File: src/rtl/uart_fifo_core.sv
`default_nettype none
// +--------------------------------------------------------------------------+
// | uart_fifo_core : UART with TX/RX FIFOs, parity, loopback, sticky errors  |
// | Revision 1.0                                                             |
// +--------------------------------------------------------------------------+

module uart_fifo_core_fifo #(
  parameter int W     = 8,
  parameter int DEPTH = 8,
  parameter int LW    = $clog2(DEPTH) + 1
) (
  input  logic          clk,
  input  logic          reset,
  input  logic          push,
  input  logic          pop,
  input  logic [W-1:0]  wdata,
  output logic [W-1:0]  rdata,
  output logic [LW-1:0] level,
  output logic          full,
  output logic          empty
);
  localparam int AW = $clog2(DEPTH);

  logic [W-1:0]  mem [DEPTH];
  logic [AW-1:0] wr_ptr;
  logic [AW-1:0] rd_ptr;
  logic [LW-1:0] count;
  logic          do_push;
  logic          do_pop;

  assign empty   = (count == '0);
  assign full    = (count == LW'(DEPTH));
  assign do_pop  = pop & ~empty;
  // A pop in the same cycle frees the slot a full FIFO needs for the push.
  assign do_push = push & (~full | do_pop);
  assign level   = count;
  assign rdata   = empty ? '0 : mem[rd_ptr];

  always_ff @(posedge clk or posedge reset) begin
    if (reset) begin
      wr_ptr <= '0;
      rd_ptr <= '0;
      count  <= '0;
    end else begin
      if (do_push) wr_ptr <= wr_ptr + 1'b1;
      if (do_pop)  rd_ptr <= rd_ptr + 1'b1;
      case ({do_push, do_pop})
        2'b10:   count <= count + 1'b1;
        2'b01:   count <= count - 1'b1;
        default: count <= count;
      endcase
    end
  end

  always_ff @(posedge clk) begin
    if (do_push) mem[wr_ptr] <= wdata;
  end
endmodule

module uart_fifo_core #(
  parameter int DATA_BITS  = 8,
  parameter int FIFO_DEPTH = 8,
  parameter int LW         = $clog2(FIFO_DEPTH) + 1
) (
  input  logic                 clk,
  input  logic                 reset,
  input  logic [15:0]          divisor,
  input  logic                 par_en,
  input  logic                 par_odd,
  input  logic                 loopback,
  input  logic                 tx_wr,
  input  logic [DATA_BITS-1:0] tx_data,
  input  logic                 rx_rd,
  input  logic                 clr_err,
  input  logic                 ie_rx,
  input  logic                 ie_tx,
  input  logic                 rxd,
  output logic                 txd,
  output logic [DATA_BITS-1:0] rx_data,
  output logic                 dv,
  output logic                 thre,
  output logic                 tx_idle,
  output logic                 tx_full,
  output logic [LW-1:0]        tx_level,
  output logic [LW-1:0]        rx_level,
  output logic                 par_err,
  output logic                 frm_err,
  output logic                 ovr_err,
  output logic                 irq
);
  typedef enum logic [2:0] {S_IDLE, S_START, S_DATA, S_PARITY, S_STOP} state_t;

  logic [15:0] div_eff;
  assign div_eff = (divisor < 16'd4) ? 16'd4 : divisor;

  // ---------------- transmitter ----------------
  state_t                 tx_state;
  logic [15:0]            tx_cnt;
  logic [15:0]            tx_div;
  logic [DATA_BITS-1:0]   tx_sh;
  logic [2:0]             tx_bit;
  logic                   tx_par_en;
  logic                   tx_par_bit;
  logic                   tx_line;
  logic [DATA_BITS-1:0]   tx_head;
  logic                   tx_empty;
  logic                   tx_end;
  logic                   tx_pop;

  assign tx_end = (tx_cnt == tx_div - 16'd1);
  assign tx_pop = ~tx_empty & ((tx_state == S_IDLE) | ((tx_state == S_STOP) & tx_end));

  uart_fifo_core_fifo #(.W(DATA_BITS), .DEPTH(FIFO_DEPTH), .LW(LW)) u_tx_fifo (
    .clk   (clk),
    .reset (reset),
    .push  (tx_wr),
    .pop   (tx_pop),
    .wdata (tx_data),
    .rdata (tx_head),
    .level (tx_level),
    .full  (tx_full),
    .empty (tx_empty)
  );

  // Divisor and parity mode are captured when a frame starts.
  always_ff @(posedge clk or posedge reset) begin
    if (reset) begin
      tx_state   <= S_IDLE;
      tx_cnt     <= '0;
      tx_div     <= 16'd4;
      tx_sh      <= '0;
      tx_bit     <= '0;
      tx_par_en  <= 1'b0;
      tx_par_bit <= 1'b0;
      tx_line    <= 1'b1;
    end else if (tx_pop) begin
      tx_state   <= S_START;
      tx_cnt     <= '0;
      tx_div     <= div_eff;
      tx_sh      <= tx_head;
      tx_par_en  <= par_en;
      tx_par_bit <= par_odd ^ (^tx_head);
      tx_line    <= 1'b0;
    end else begin
      case (tx_state)
        S_IDLE: tx_line <= 1'b1;
        S_START: begin
          if (tx_end) begin
            tx_cnt   <= '0;
            tx_state <= S_DATA;
            tx_bit   <= '0;
            tx_line  <= tx_sh[0];
          end else tx_cnt <= tx_cnt + 16'd1;
        end
        S_DATA: begin
          if (tx_end) begin
            tx_cnt <= '0;
            if (tx_bit == 3'(DATA_BITS - 1)) begin
              tx_state <= tx_par_en ? S_PARITY : S_STOP;
              tx_line  <= tx_par_en ? tx_par_bit : 1'b1;
            end else begin
              tx_bit  <= tx_bit + 3'd1;
              tx_sh   <= tx_sh >> 1;
              tx_line <= tx_sh[1];
            end
          end else tx_cnt <= tx_cnt + 16'd1;
        end
        S_PARITY: begin
          if (tx_end) begin
            tx_cnt   <= '0;
            tx_state <= S_STOP;
            tx_line  <= 1'b1;
          end else tx_cnt <= tx_cnt + 16'd1;
        end
        S_STOP: begin
          if (tx_end) begin
            tx_cnt   <= '0;
            tx_state <= S_IDLE;
          end else tx_cnt <= tx_cnt + 16'd1;
        end
        default: tx_state <= S_IDLE;
      endcase
    end
  end

  assign txd     = loopback ? 1'b1 : tx_line;
  assign thre    = tx_empty;
  assign tx_idle = tx_empty & (tx_state == S_IDLE);

  // ---------------- receiver ----------------
  state_t                 rx_state;
  logic                   sync1;
  logic                   sync2;
  logic                   sync3;
  logic [15:0]            rx_cnt;
  logic [15:0]            rx_div;
  logic [DATA_BITS-1:0]   rx_sh;
  logic [2:0]             rx_bit;
  logic                   rx_par_en;
  logic                   rx_par_odd;
  logic                   rx_par_bad;
  logic                   rx_push;
  logic [DATA_BITS-1:0]   rx_word;
  logic                   frm_evt;
  logic                   par_evt;
  logic                   ovr_evt;
  logic                   rx_full;
  logic                   rx_empty;
  logic                   rx_end;
  logic                   rx_mid;
  logic                   fall;

  assign fall   = sync3 & ~sync2;
  assign rx_end = (rx_cnt == rx_div - 16'd1);
  assign rx_mid = (rx_cnt == (rx_div >> 1) - 16'd1);

  always_ff @(posedge clk or posedge reset) begin
    if (reset) begin
      sync1 <= 1'b1;
      sync2 <= 1'b1;
      sync3 <= 1'b1;
    end else begin
      sync1 <= loopback ? tx_line : rxd;
      sync2 <= sync1;
      sync3 <= sync2;
    end
  end

  always_ff @(posedge clk or posedge reset) begin
    if (reset) begin
      rx_state   <= S_IDLE;
      rx_cnt     <= '0;
      rx_div     <= 16'd4;
      rx_sh      <= '0;
      rx_bit     <= '0;
      rx_par_en  <= 1'b0;
      rx_par_odd <= 1'b0;
      rx_par_bad <= 1'b0;
      rx_push    <= 1'b0;
      rx_word    <= '0;
      frm_evt    <= 1'b0;
      par_evt    <= 1'b0;
    end else begin
      rx_push <= 1'b0;
      frm_evt <= 1'b0;
      par_evt <= 1'b0;
      case (rx_state)
        S_IDLE: begin
          if (fall) begin
            rx_state   <= S_START;
            rx_cnt     <= '0;
            rx_div     <= div_eff;
            rx_par_en  <= par_en;
            rx_par_odd <= par_odd;
            rx_par_bad <= 1'b0;
          end
        end
        S_START: begin
          if (rx_mid) begin
            rx_cnt   <= '0;
            rx_bit   <= '0;
            // A line back high at mid-start was a glitch, not a frame.
            rx_state <= sync2 ? S_IDLE : S_DATA;
          end else rx_cnt <= rx_cnt + 16'd1;
        end
        S_DATA: begin
          if (rx_end) begin
            rx_cnt <= '0;
            rx_sh  <= {sync2, rx_sh[DATA_BITS-1:1]};
            if (rx_bit == 3'(DATA_BITS - 1)) rx_state <= rx_par_en ? S_PARITY : S_STOP;
            else                             rx_bit   <= rx_bit + 3'd1;
          end else rx_cnt <= rx_cnt + 16'd1;
        end
        S_PARITY: begin
          if (rx_end) begin
            rx_cnt     <= '0;
            rx_par_bad <= sync2 != (rx_par_odd ^ (^rx_sh));
            rx_state   <= S_STOP;
          end else rx_cnt <= rx_cnt + 16'd1;
        end
        S_STOP: begin
          if (rx_end) begin
            rx_cnt   <= '0;
            rx_state <= S_IDLE;
            rx_push  <= 1'b1;
            rx_word  <= rx_sh;
            frm_evt  <= ~sync2;
            par_evt  <= rx_par_en & rx_par_bad;
          end else rx_cnt <= rx_cnt + 16'd1;
        end
        default: rx_state <= S_IDLE;
      endcase
    end
  end

  uart_fifo_core_fifo #(.W(DATA_BITS), .DEPTH(FIFO_DEPTH), .LW(LW)) u_rx_fifo (
    .clk   (clk),
    .reset (reset),
    .push  (rx_push),
    .pop   (rx_rd),
    .wdata (rx_word),
    .rdata (rx_data),
    .level (rx_level),
    .full  (rx_full),
    .empty (rx_empty)
  );

  assign dv      = ~rx_empty;
  assign ovr_evt = rx_push & rx_full & ~rx_rd;

  // Set wins over clear when an error lands in the clearing cycle.
  always_ff @(posedge clk or posedge reset) begin
    if (reset) begin
      par_err <= 1'b0;
      frm_err <= 1'b0;
      ovr_err <= 1'b0;
      irq     <= 1'b0;
    end else begin
      par_err <= (par_err & ~clr_err) | par_evt;
      frm_err <= (frm_err & ~clr_err) | frm_evt;
      ovr_err <= (ovr_err & ~clr_err) | ovr_evt;
      irq     <= (dv & ie_rx) | (thre & ie_tx);
    end
  end
endmodule
`default_nettype wire

File: config.mk
export PLATFORM = sky130hd
export DESIGN_NAME = uart_fifo_core
export DESIGN_NICKNAME = d
export VERILOG_FILES = /design/src/rtl/uart_fifo_core.sv
export SDC_FILE = /design/constraint.sdc
export NUM_CORES = 1
export LEC_CHECK = 0
export CORE_UTILIZATION = 63
export CTS_BUF_LIST = sky130_fd_sc_hd__clkbuf_8
export DETAILED_ROUTE_END_ITERATION = 10
export GPL_TIMING_DRIVEN = 0
export PLACE_DENSITY = 0.91
export SYNTH_ARGS = -nofsm -noshare
export SYNTH_HDL_FRONTEND = slang
export SYNTH_SLANG_ARGS = --single-unit
File: constraint.sdc
create_clock -name clk -period 6.23 [get_ports clk]
set_clock_uncertainty 0.2 [all_clocks]
set_input_delay 1.246 -clock clk [delete_from_list [all_inputs] [get_ports clk]]
set_output_delay 1.246 -clock clk [all_outputs]
set_load 0.005 [all_outputs]
==> impl_metrics.env, run 1 <==
export IMPL_drt_iter0_drc=860
export IMPL_grt_max_degree=88
export IMPL_hold_path_class="flip-flop to flip-flop"
export IMPL_r2r_cells=18
export IMPL_p_leak_nw=6.04
export IMPL_tns_ns=0
export IMPL_synthCells=1148
export IMPL_postRouteAntennaNets=0
export IMPL_status="completed"
export IMPL_cts_tree="yes"
export IMPL_start_util=0.642
export IMPL_rows=53
export IMPL_holdWs_ns=0.162
export IMPL_yosysUniqueCellTypes=84
export IMPL_worstSkewPairLatency_ns=0.56
export IMPL_final_max_slew_viol_count=0
export IMPL_dr_pass1_iters=9
export IMPL_vdd_ir_drop_max_mv=0.290
export IMPL_critPathKind="flip-flop to flip-flop"
export IMPL_final_net_count=1312
export IMPL_wirelength_um=30600
export IMPL_cp_required_ns=6.50
export IMPL_path_clk_slew_ns=0.06
export IMPL_hold_viol=0
export IMPL_stdcell_area_um2=15300
export IMPL_crit_arrival_ns=5.48
export IMPL_place_ws_ns=1.21
export IMPL_yosys_warnings=0
export IMPL_cp_end_kind="flip-flop"
export IMPL_clk_path_buf_depth=3
export IMPL_die_area_um2=21900
export IMPL_fp_dieW_um=148
export IMPL_cts_repair_resized=0
export IMPL_async_flop_share=0.515
export IMPL_finalSetupViolCount=0
export IMPL_post_drt_wl_per_cell_um=19.6
export IMPL_postCtsHoldBufs=0
export IMPL_die_h_um=148
export IMPL_min_period_over_period=0.836
export IMPL_ys_seq_area_frac=0.539
export IMPL_io_pin_count=60
export IMPL_ys_ff_latch=264
export IMPL_hold_depth=0
export IMPL_place_congestion=0.911
export IMPL_synth_ff_type="dfrtp_1"
export IMPL_syn_nets=1204
export IMPL_clkSinkCount=264
export IMPL_dp_hpwl_um=21000
export IMPL_place_area_um2=14400
export IMPL_yosysTopAreaCell="edfxtp_1"
export IMPL_synth_top_cells_by_area="edfxtp_1 (29%), dfrtp_1 (24%), mux4_2 (5.4%)"
export IMPL_relSlewSlack=0.286
export IMPL_cp_start_kind="flip-flop"
export IMPL_overflow=0
export IMPL_grt_antenna_before_repair=0
export IMPL_htreeDepth=2
export IMPL_max_clock_freq_ghz=0.192
export IMPL_drc=0
export IMPL_p_per_area_nw_per_um2=309
export IMPL_drive_above_1_share=0.143
export IMPL_diodes=0
export IMPL_period_minus_slack_ns=5.21
export IMPL_fin_ws_ns=1.02
export IMPL_grt_setup_unrepaired="no"
export IMPL_path_max_fanout=10
export IMPL_grt_total_usage=0.286
export IMPL_grt_pass1_wl_um=49200
export IMPL_synth_top_area_share=0.286
export IMPL_io_buffer_count=59
export IMPL_first_global_vias=9689
export IMPL_syn2layout_area_growth_pct=14.1
export IMPL_cts_made_buffers=43
export IMPL_clock_root_buffer="clkbuf_8"
export IMPL_viasPerCell=6.34
export IMPL_fin_util=0.732
export IMPL_fp_coreArea_um2=21000
export IMPL_syn_cell_area_um2=13400
export IMPL_syn_avg_cell_area_um2=11.7
export IMPL_synth_edff_count=128
export IMPL_cap_violations=0
export IMPL_dr_total_vias=9926
export IMPL_cts_setup_buffers=0
export IMPL_worstMarginPinSlew_ns=1.06
## cell type report
type / count / area [um2]
Sequential cell: 264 / 7250
Multi-Input combinational cell: 771 / 5760
Fill cell: 1395 / 5620
Clock buffer: 50 / 688
Timing Repair Buffer: 63 / 638
Tap cell: 275 / 344
Buffer: 63 / 275
Inverter: 50 / 193
Clock inverter: 29 / 186
## layout by cell type (no fill, tap or decap), drive strengths merged, types with 7 or more instances in the layout
master	netlist	layout
a21o	9	9
a21oi	31	31
a22o	11	11
a31oi	11	11
a32oi	7	7
and2	14	14
and3	10	10
buf	18	21
clkbuf	45	96
clkdlybuf4s50	0	59
dfrtp	130	130
edfxtp	128	128
ha	19	19
inv	50	71
mux2	41	41
mux2i	19	19
mux4	32	32
nand2	108	108
nand2b	14	14
nand3	36	36
nand4	15	15
nor2	74	74
nor3	38	38
nor4	13	13
o21ai	42	42
o22ai	10	10
o31ai	12	12
or3	11	11
or4	11	11
xnor2	52	52
xor2	29	29
## power breakdown
group	switching [mW]	total (mW)	internal (mW)
clock	0.691	1.51	0.822
combinational	0.586	1.10	0.515
sequential	0.141	2.13	1.99
total	1.42	4.74	3.33
## synth_stat cells, drive strengths merged, types with 10 or more instances
cell type	number
mux2i	19
inv	50
a31oi	11
mux4	32
or4	11
nand4	15
nand3	36
xor2	29
or3	11
xnor2	52
a22o	11
edfxtp	128
a21oi	31
o22ai	10
and3	10
nor2	74
nand2b	14
nand2	108
o21ai	42
mux2	41
o31ai	12
and2	14
nor3	38
ha	19
nor4	13
clkbuf	45
buf	18
dfrtp	130
## critical path, cell delays in order, from the launching register on
cell and delay [ns]:
dfrtp_1 0.44, inv_1 0.09, ha_1 0.33, nor4b_1 0.34, xnor2_1 0.12, o32ai_1 0.34
o2111ai_1 0.23, a2111o_1 0.52, o21ai_1 0.55, buf_2 0.37, nand2_1 0.13, inv_1 0.10
ha_1 0.22, a21o_1 0.18, a21o_1 0.20, or4_1 0.41, nor2_1 0.11, a221oi_1 0.08
a2bb2oi_1 0.18
## logic make-up after synthesis
kind of cell,after synthesis,synth area share
AND/OR/NAND/NOR,383,0.147
flip-flops,264,0.539
AO/OA/AOI/OAI,194,0.104
buffers and inverters,113,0.0344
multiplexers,92,0.102
XOR/XNOR,81,0.0528
adder cells (fa/ha/maj),21,0.0207
## registers in the layout, indices dropped and copies added, names as in the netlist, 4 cells and up
name             count
tx_cnt              16
tx_sh                8
rx_sh                8
tx_div              16
u_rx_fifo.mem       64
u_rx_fifo.level      4
rx_word              8
u_tx_fifo.mem       64
rx_cnt              16
rx_div              16
u_tx_fifo.level      4
## final timing paths
path                                       start                        endpoint  slack [ns]
max                        tx_div[0]$_DFFE_PP0N_  u_tx_fifo.level[3]$_DFFE_PP0P_        1.02
min reg2reg                      sync1$_DFF_PP1_                 sync2$_DFF_PP1_        0.16
max in group asynchronous                  reset           tx_div[2]$_DFFE_PP1N_        4.11
max reg2reg                tx_div[0]$_DFFE_PP0N_  u_tx_fifo.level[3]$_DFFE_PP0P_        1.02
min                              sync1$_DFF_PP1_                 sync2$_DFF_PP1_        0.16
min in group asynchronous                  reset          rx_word[1]$_DFFE_PP0P_        0.89
## metrics by stage
stage	power [mW]	instances
final	4.74	1565
after global routing	4.95	1565
after CTS	4.76	1564
after detailed placement	3.25	1485
after global placement	3.18	1482
after floorplan	2.87	1148
## routing by layer
metal / share of wire / vias to the layer above / GRT usage
li1: - / 4498 / -
met2: 0.50 / 425 / 0.490
met1: 0.41 / 4910 / 0.374
met5: 0 / - / 0
met4: 0.030 / 0 / 0.105
met3: 0.060 / 93 / 0.0396
Power figures use the tool's default switching activity.
==> run 2: changes to the inputs <==
==> constraint.sdc (replaced) <==
create_clock -name clk -period 4.8 [get_ports clk]
set_clock_uncertainty 0.2 [all_clocks]
set_input_delay 0.96 -clock clk [delete_from_list [all_inputs] [get_ports clk]]
set_output_delay 0.96 -clock clk [all_outputs]
set_load 0.005 [all_outputs]
==> run 2 against run 1 <==
Effect of this change:
- utilization is 0.47 points higher
- flip-flop and latch count stayed put
- register-to-register slack worse by 0.78 ns
- sequential power is 30% higher
- critical path depth is 1 lower
- critical endpoint unchanged
- largest cell class unchanged
- highest routed layer unchanged
==> impl_metrics.env, run 2 (synthesis results as in run 1) <==
export IMPL_worstSkewPairLatency_ns=0.56
export IMPL_met1_usage=0.375
export IMPL_status="completed"
export IMPL_hold_viol=0
export IMPL_grt_max_degree=88
export IMPL_grt_antenna_before_repair=0
export IMPL_syn2layout_area_growth_pct=14.8
export IMPL_grt_total_usage=0.286
export IMPL_relSlewSlack=0.292
export IMPL_met2_usage=0.490
export IMPL_htreeDepth=2
export IMPL_dp_hpwl_um=21000
export IMPL_cp_start_kind="flip-flop"
export IMPL_final_max_slew_viol_count=0
export IMPL_busiest_layer="met2"
export IMPL_io_buffer_count=59
export IMPL_final_common_cell="dfrtp_1"
export IMPL_wirelength_um=30800
export IMPL_place_ws_ns=-0.220
export IMPL_diodes=0
export IMPL_mostFrequentLayoutCells="dfrtp_1 (130), edfxtp_1 (128), nand2_1 (107)"
export IMPL_fin_cells=1570
export IMPL_viasPerCell=6.35
export IMPL_cp_num_buf_inv=3
export IMPL_grt_pass1_wl_um=49200
export IMPL_path_max_fanout=10
export IMPL_fp_dieW_um=148
export IMPL_critPathKind="flip-flop to flip-flop"
export IMPL_clock_root_buffer="clkbuf_8"
export IMPL_max_clock_freq_ghz=0.220
export IMPL_first_global_vias=9691
export IMPL_cp_required_ns=5.07
export IMPL_slowest_stage="a2111o_1"
export IMPL_min_period_over_period=0.949
export IMPL_holdWs_ns=0.163
export IMPL_rows=53
export IMPL_overflow=0
export IMPL_cts_tree="yes"
export IMPL_die_h_um=148
export IMPL_io_pin_count=60
export IMPL_fp_coreArea_um2=21000
export IMPL_finalSetupViolCount=0
export IMPL_clk_path_buf_depth=3
export IMPL_cp_cell_sequence="nor3_4, and4_1, buf_2, nand2_1, or3_1, a2111o_1, o21ai_4, clkbuf_4, nand2_1, inv_1, ha_1, a21o_1, a21o_1, or4_1, nor2_1, a221oi_1, a2bb2oi_1"
export IMPL_place_congestion=0.911
export IMPL_crit_arrival_ns=4.82
export IMPL_fin_ws_ns=0.246
export IMPL_cp_end_kind="flip-flop"
export IMPL_start_util=0.642
export IMPL_p_leak_nw=6.07
export IMPL_worstMarginPinSlew_ns=1.05
export IMPL_dr_total_vias=9962
export IMPL_clkSinkCount=264
export IMPL_hold_path_class="flip-flop to flip-flop"
export IMPL_postRouteAntennaNets=0
export IMPL_path_clk_slew_ns=0.07
export IMPL_vdd_ir_drop_max_mv=0.377
export IMPL_dp_cells=1485
export IMPL_drive_above_1_share=0.154
export IMPL_slowest_delay_ns=0.57
export IMPL_grt_setup_unrepaired="no"
export IMPL_met3_usage=0.0396
export IMPL_post_drt_wl_per_cell_um=19.6
export IMPL_cpLargestDelayFamily="simple AND/OR/NAND/NOR gates"
export IMPL_cts_made_buffers=43
export IMPL_final_net_count=1317
export IMPL_nFillCells=1378
export IMPL_cap_violations=0
export IMPL_die_area_um2=21900
export IMPL_biggestRegsByFlops="u_rx_fifo.mem (64), u_tx_fifo.mem (64)"
export IMPL_drt_iter0_drc=925
export IMPL_dr_pass1_iters=7
export IMPL_tns_ns=0
export IMPL_drc=0
export IMPL_period_minus_slack_ns=4.55
export IMPL_p_per_area_nw_per_um2=399
run 2: changes by cell type in the layout (fill, tap and decap cells not counted), sizes merged:
cell           delta
buf               +3
clkbuf            +1
clkdlybuf4s15     +1
run 2: final cells by class:
type | instances | area, um2 | share of cell area
Sequential cell | 264 | 7250 | 0.470
Multi-Input combinational cell | 771 | 5810 | 0.376
Clock buffer | 50 | 688 | 0.0446
Timing Repair Buffer | 68 | 676 | 0.0438
Tap cell | 275 | 344 | 0.0223
Buffer | 63 | 287 | 0.0186
Inverter | 50 | 193 | 0.0125
Clock inverter | 29 | 186 | 0.0121
run 2: path summary, 6_finish.rpt:
path | cells past startpoint | end | slack, ns | from
hold / removal | 0 | sync2$_DFF_PP1_ | 0.16 | sync1$_DFF_PP1_
max in group asynchronous | 3 | tx_div[2]$_DFFE_PP1N_ | 2.98 | reset
setup reg to reg | 17 | u_tx_fifo.level[3]$_DFFE_PP0P_ | 0.25 | tx_div[5]$_DFFE_PP0N_
min in group asynchronous | 2 | rx_word[2]$_DFFE_PP0P_ | 0.60 | reset
hold reg to reg | 0 | sync2$_DFF_PP1_ | 0.16 | sync1$_DFF_PP1_
setup / recovery | 17 | u_tx_fifo.level[3]$_DFFE_PP0P_ | 0.25 | tx_div[5]$_DFFE_PP0N_
run 2: timing repair:
| action | CTS | global route |
|---|---|---|
| pin swaps | 0 | 2 |
| gates resized for setup | 7 | 7 |
| buffers inserted | 0 | 5 |
| hold buffers | 0 | 0 |
| endpoints found under the setup margin | 3 | 10 |
| endpoints found under the hold margin | 0 | 0 |
run 2: routing by layer:
layer	share of wire	up-vias
met3	0.062	91
met5	0	-
met4	0.032	0
met2	0.50	430
li1	-	4501
met1	0.41	4940
run 2: report_power, final:
part           leakage (nW)  switching, mW  internal (mW)  total [mW]
Clock                 0.521          0.895           1.07        1.96
Combinational          2.56          0.759          0.673        1.43
Sequential             2.99          0.186           2.58        2.77
Total                  6.07           1.84           4.32        6.16
run 2: per-stage QoR:
step	area [um2]	util	total power, mW
finish	15400	0.737	6.16
global route	15400	0.737	6.43
CTS	15400	0.733	6.18
detailed placement	14400	0.689	4.21
global placement	14400	0.686	4.12
floorplan	13400	-	3.72
==> run 3: changes to the inputs <==
--- a/config.mk
+++ b/config.mk
@@ -13,3 +13,4 @@
 export SYNTH_ARGS = -nofsm -noshare
 export SYNTH_HDL_FRONTEND = slang
 export SYNTH_SLANG_ARGS = --single-unit
+export TNS_END_PERCENT = 30
==> run 3 against run 2 <==
Effect of this change:
- count of clock-buffer cells in the layout unchanged
- die area unchanged
- maximum frequency shrank 1.6%
- register-to-register slack lost 0.07 ns
- power barely moved
- via count fell by 0.50%
- critical path type unchanged
- hold slack worse by 0.0023 ns
- flip-flop and latch count stayed put
- utilization fell by 0.21 points
- sequential power barely moved
==> impl_metrics.env, run 3 (synthesis results as in run 1) <==
export IMPL_status="completed"
export IMPL_viasPerCell=6.33
export IMPL_place_ws_ns=-0.220
export IMPL_nFillCells=1386
export IMPL_cts_tree="yes"
export IMPL_cap_violations=0
export IMPL_cp_required_ns=5.07
export IMPL_cts_setup_buffers=0
export IMPL_die_h_um=148
export IMPL_htreeDepth=2
export IMPL_fin_ws_ns=0.171
export IMPL_busiest_layer="met2"
export IMPL_min_period_over_period=0.964
export IMPL_grt_pass1_wl_um=49200
export IMPL_path_clk_slew_ns=0.06
export IMPL_dr_total_vias=9912
export IMPL_overflow=0
export IMPL_met1_usage=0.375
export IMPL_fp_coreArea_um2=21000
export IMPL_crit_arrival_ns=4.90
export IMPL_period_minus_slack_ns=4.63
export IMPL_first_global_vias=9691
export IMPL_grt_total_usage=0.286
export IMPL_max_clock_freq_ghz=0.216
export IMPL_cp_end_kind="flip-flop"
export IMPL_grt_setup_unrepaired="yes"
export IMPL_clkSinkCount=264
export IMPL_drive_above_1_share=0.150
export IMPL_drt_iter0_drc=1048
export IMPL_syn2layout_area_growth_pct=14.5
export IMPL_total_power_mw=6.16
export IMPL_dp_hpwl_um=21000
export IMPL_cp_start_kind="flip-flop"
export IMPL_critPathKind="flip-flop to flip-flop"
export IMPL_worstSkewPairLatency_ns=0.56
export IMPL_fp_dieW_um=148
export IMPL_ff2ff_setup_slack_ns=0.17
export IMPL_final_max_slew_viol_count=0
export IMPL_drc=0
export IMPL_wirelength_um=30700
export IMPL_postRouteAntennaNets=0
export IMPL_vdd_ir_drop_max_mv=0.378
export IMPL_met3_usage=0.0396
export IMPL_hold_viol=0
export IMPL_postCtsHoldBufs=0
export IMPL_mostFrequentLayoutCells="dfrtp_1 (130), edfxtp_1 (128), nand2_1 (107)"
export IMPL_io_buffer_count=59
export IMPL_final_common_cell="dfrtp_1"
export IMPL_die_area_um2=21900
export IMPL_post_drt_wl_per_cell_um=19.6
export IMPL_r2r_cells=17
export IMPL_clk_path_buf_depth=3
export IMPL_p_per_area_nw_per_um2=400
export IMPL_fin_util=0.735
export IMPL_met2_usage=0.490
export IMPL_place_congestion=0.911
export IMPL_hold_path_class="flip-flop to flip-flop"
export IMPL_finalSetupViolCount=0
export IMPL_p_leak_nw=6.05
export IMPL_start_util=0.642
export IMPL_relSlewSlack=0.290
export IMPL_biggestRegsByFlops="u_rx_fifo.mem (64), u_tx_fifo.mem (64)"
export IMPL_grt_antenna_before_repair=0
export IMPL_crit_start="tx_div[5]$_DFFE_PP0N_"
export IMPL_clock_root_buffer="clkbuf_8"
export IMPL_tns_ns=0
export IMPL_worstMarginPinSlew_ns=1.06
export IMPL_dr_pass1_iters=7
export IMPL_io_pin_count=60
export IMPL_final_net_count=1312
export IMPL_cts_made_buffers=43
export IMPL_grt_max_degree=88
export IMPL_path_max_fanout=10
export IMPL_r2r_end="u_tx_fifo.level[3]$_DFFE_PP0P_"
export IMPL_r2r_start="tx_div[5]$_DFFE_PP0N_"
export IMPL_cp_endpoint="u_tx_fifo.level[3]$_DFFE_PP0P_"
export IMPL_diodes=0
export IMPL_rows=53
==> run 3: cell count changes in the layout (fill, tap and decap cells not counted), sizes merged <==
cell / delta
buf: -5
clkbuf: +1
clkdlybuf4s15: -1
==> run 3: cell type report <==
| cell class | count | area, um2 | area share |
|---|---|---|---|
| well taps | 275 | 344 | 0.0224 |
| clock buffers | 50 | 688 | 0.0447 |
| multi-input cells | 771 | 5810 | 0.377 |
| repair buffers | 63 | 638 | 0.0415 |
| clock inverters | 29 | 186 | 0.0121 |
| inverters | 50 | 193 | 0.0125 |
| plain buffers | 63 | 280 | 0.0182 |
| flip-flops and latches | 264 | 7250 | 0.471 |
==> run 3: report_power, final <==
group          total (mW)  switching, mW  internal (mW)
Combinational        1.43          0.759          0.670
Clock                1.97          0.899           1.07
Sequential           2.77          0.186           2.58
==> run 3: worst min-delay path by stage <==
stage	start	endpoint	slack, ns	cells after the start
finish	sync1$_DFF_PP1_	sync2$_DFF_PP1_	0.16	0
CTS	sync1$_DFF_PP1_	sync2$_DFF_PP1_	0.16	0
detailed placement	sync1$_DFF_PP1_	sync2$_DFF_PP1_	0.15	0
floorplan	sync1$_DFF_PP1_	sync2$_DFF_PP1_	0.15	0
global route	sync1$_DFF_PP1_	sync2$_DFF_PP1_	0.17	0
global placement	sync1$_DFF_PP1_	sync2$_DFF_PP1_	0.15	0
==> run 3: timing repair <==
item | 4_1_cts | 5_1_grt
pin swaps | 0 | 1
resized for setup | 5 | 9
cloned | 0 | 0
endpoints found under the setup margin | 3 | 18
==> run 3: metrics by stage <==
step / hold slack (ns) / instance area [um2] / cells
after floorplan: 0.145 / 13400 / 1148
after global placement: 0.147 / 14400 / 1482
after detailed placement: 0.149 / 14400 / 1485
after CTS: 0.157 / 15300 / 1564
after global routing: 0.166 / 15400 / 1565
final: 0.160 / 15400 / 1565
==> run 3: layer usage <==
layer | share of wire | up-vias | wire (um)
met5 | 0 | - | 0
met4 | 0.027 | 0 | 832
met3 | 0.061 | 70 | 1890
met2 | 0.50 | 441 | 15400
met1 | 0.41 | 4912 | 12500
li1 | - | 4489 | -
==> run 3: worst max-delay path, cell delays in order, from the launching register on <==
cell and delay [ns]:
dfrtp_1 0.46, nor3_4 0.31, and4_1 0.23, buf_2 0.16, nand2_1 0.06, or3_1 0.38, a2111o_1 0.58, o21ai_4 0.30
clkbuf_4 0.29, nand2_1 0.11, inv_1 0.09, ha_1 0.22, a21o_1 0.18, a21o_1 0.20, or4_1 0.40, nor2_1 0.11
a221oi_1 0.09, a2bb2oi_1 0.18
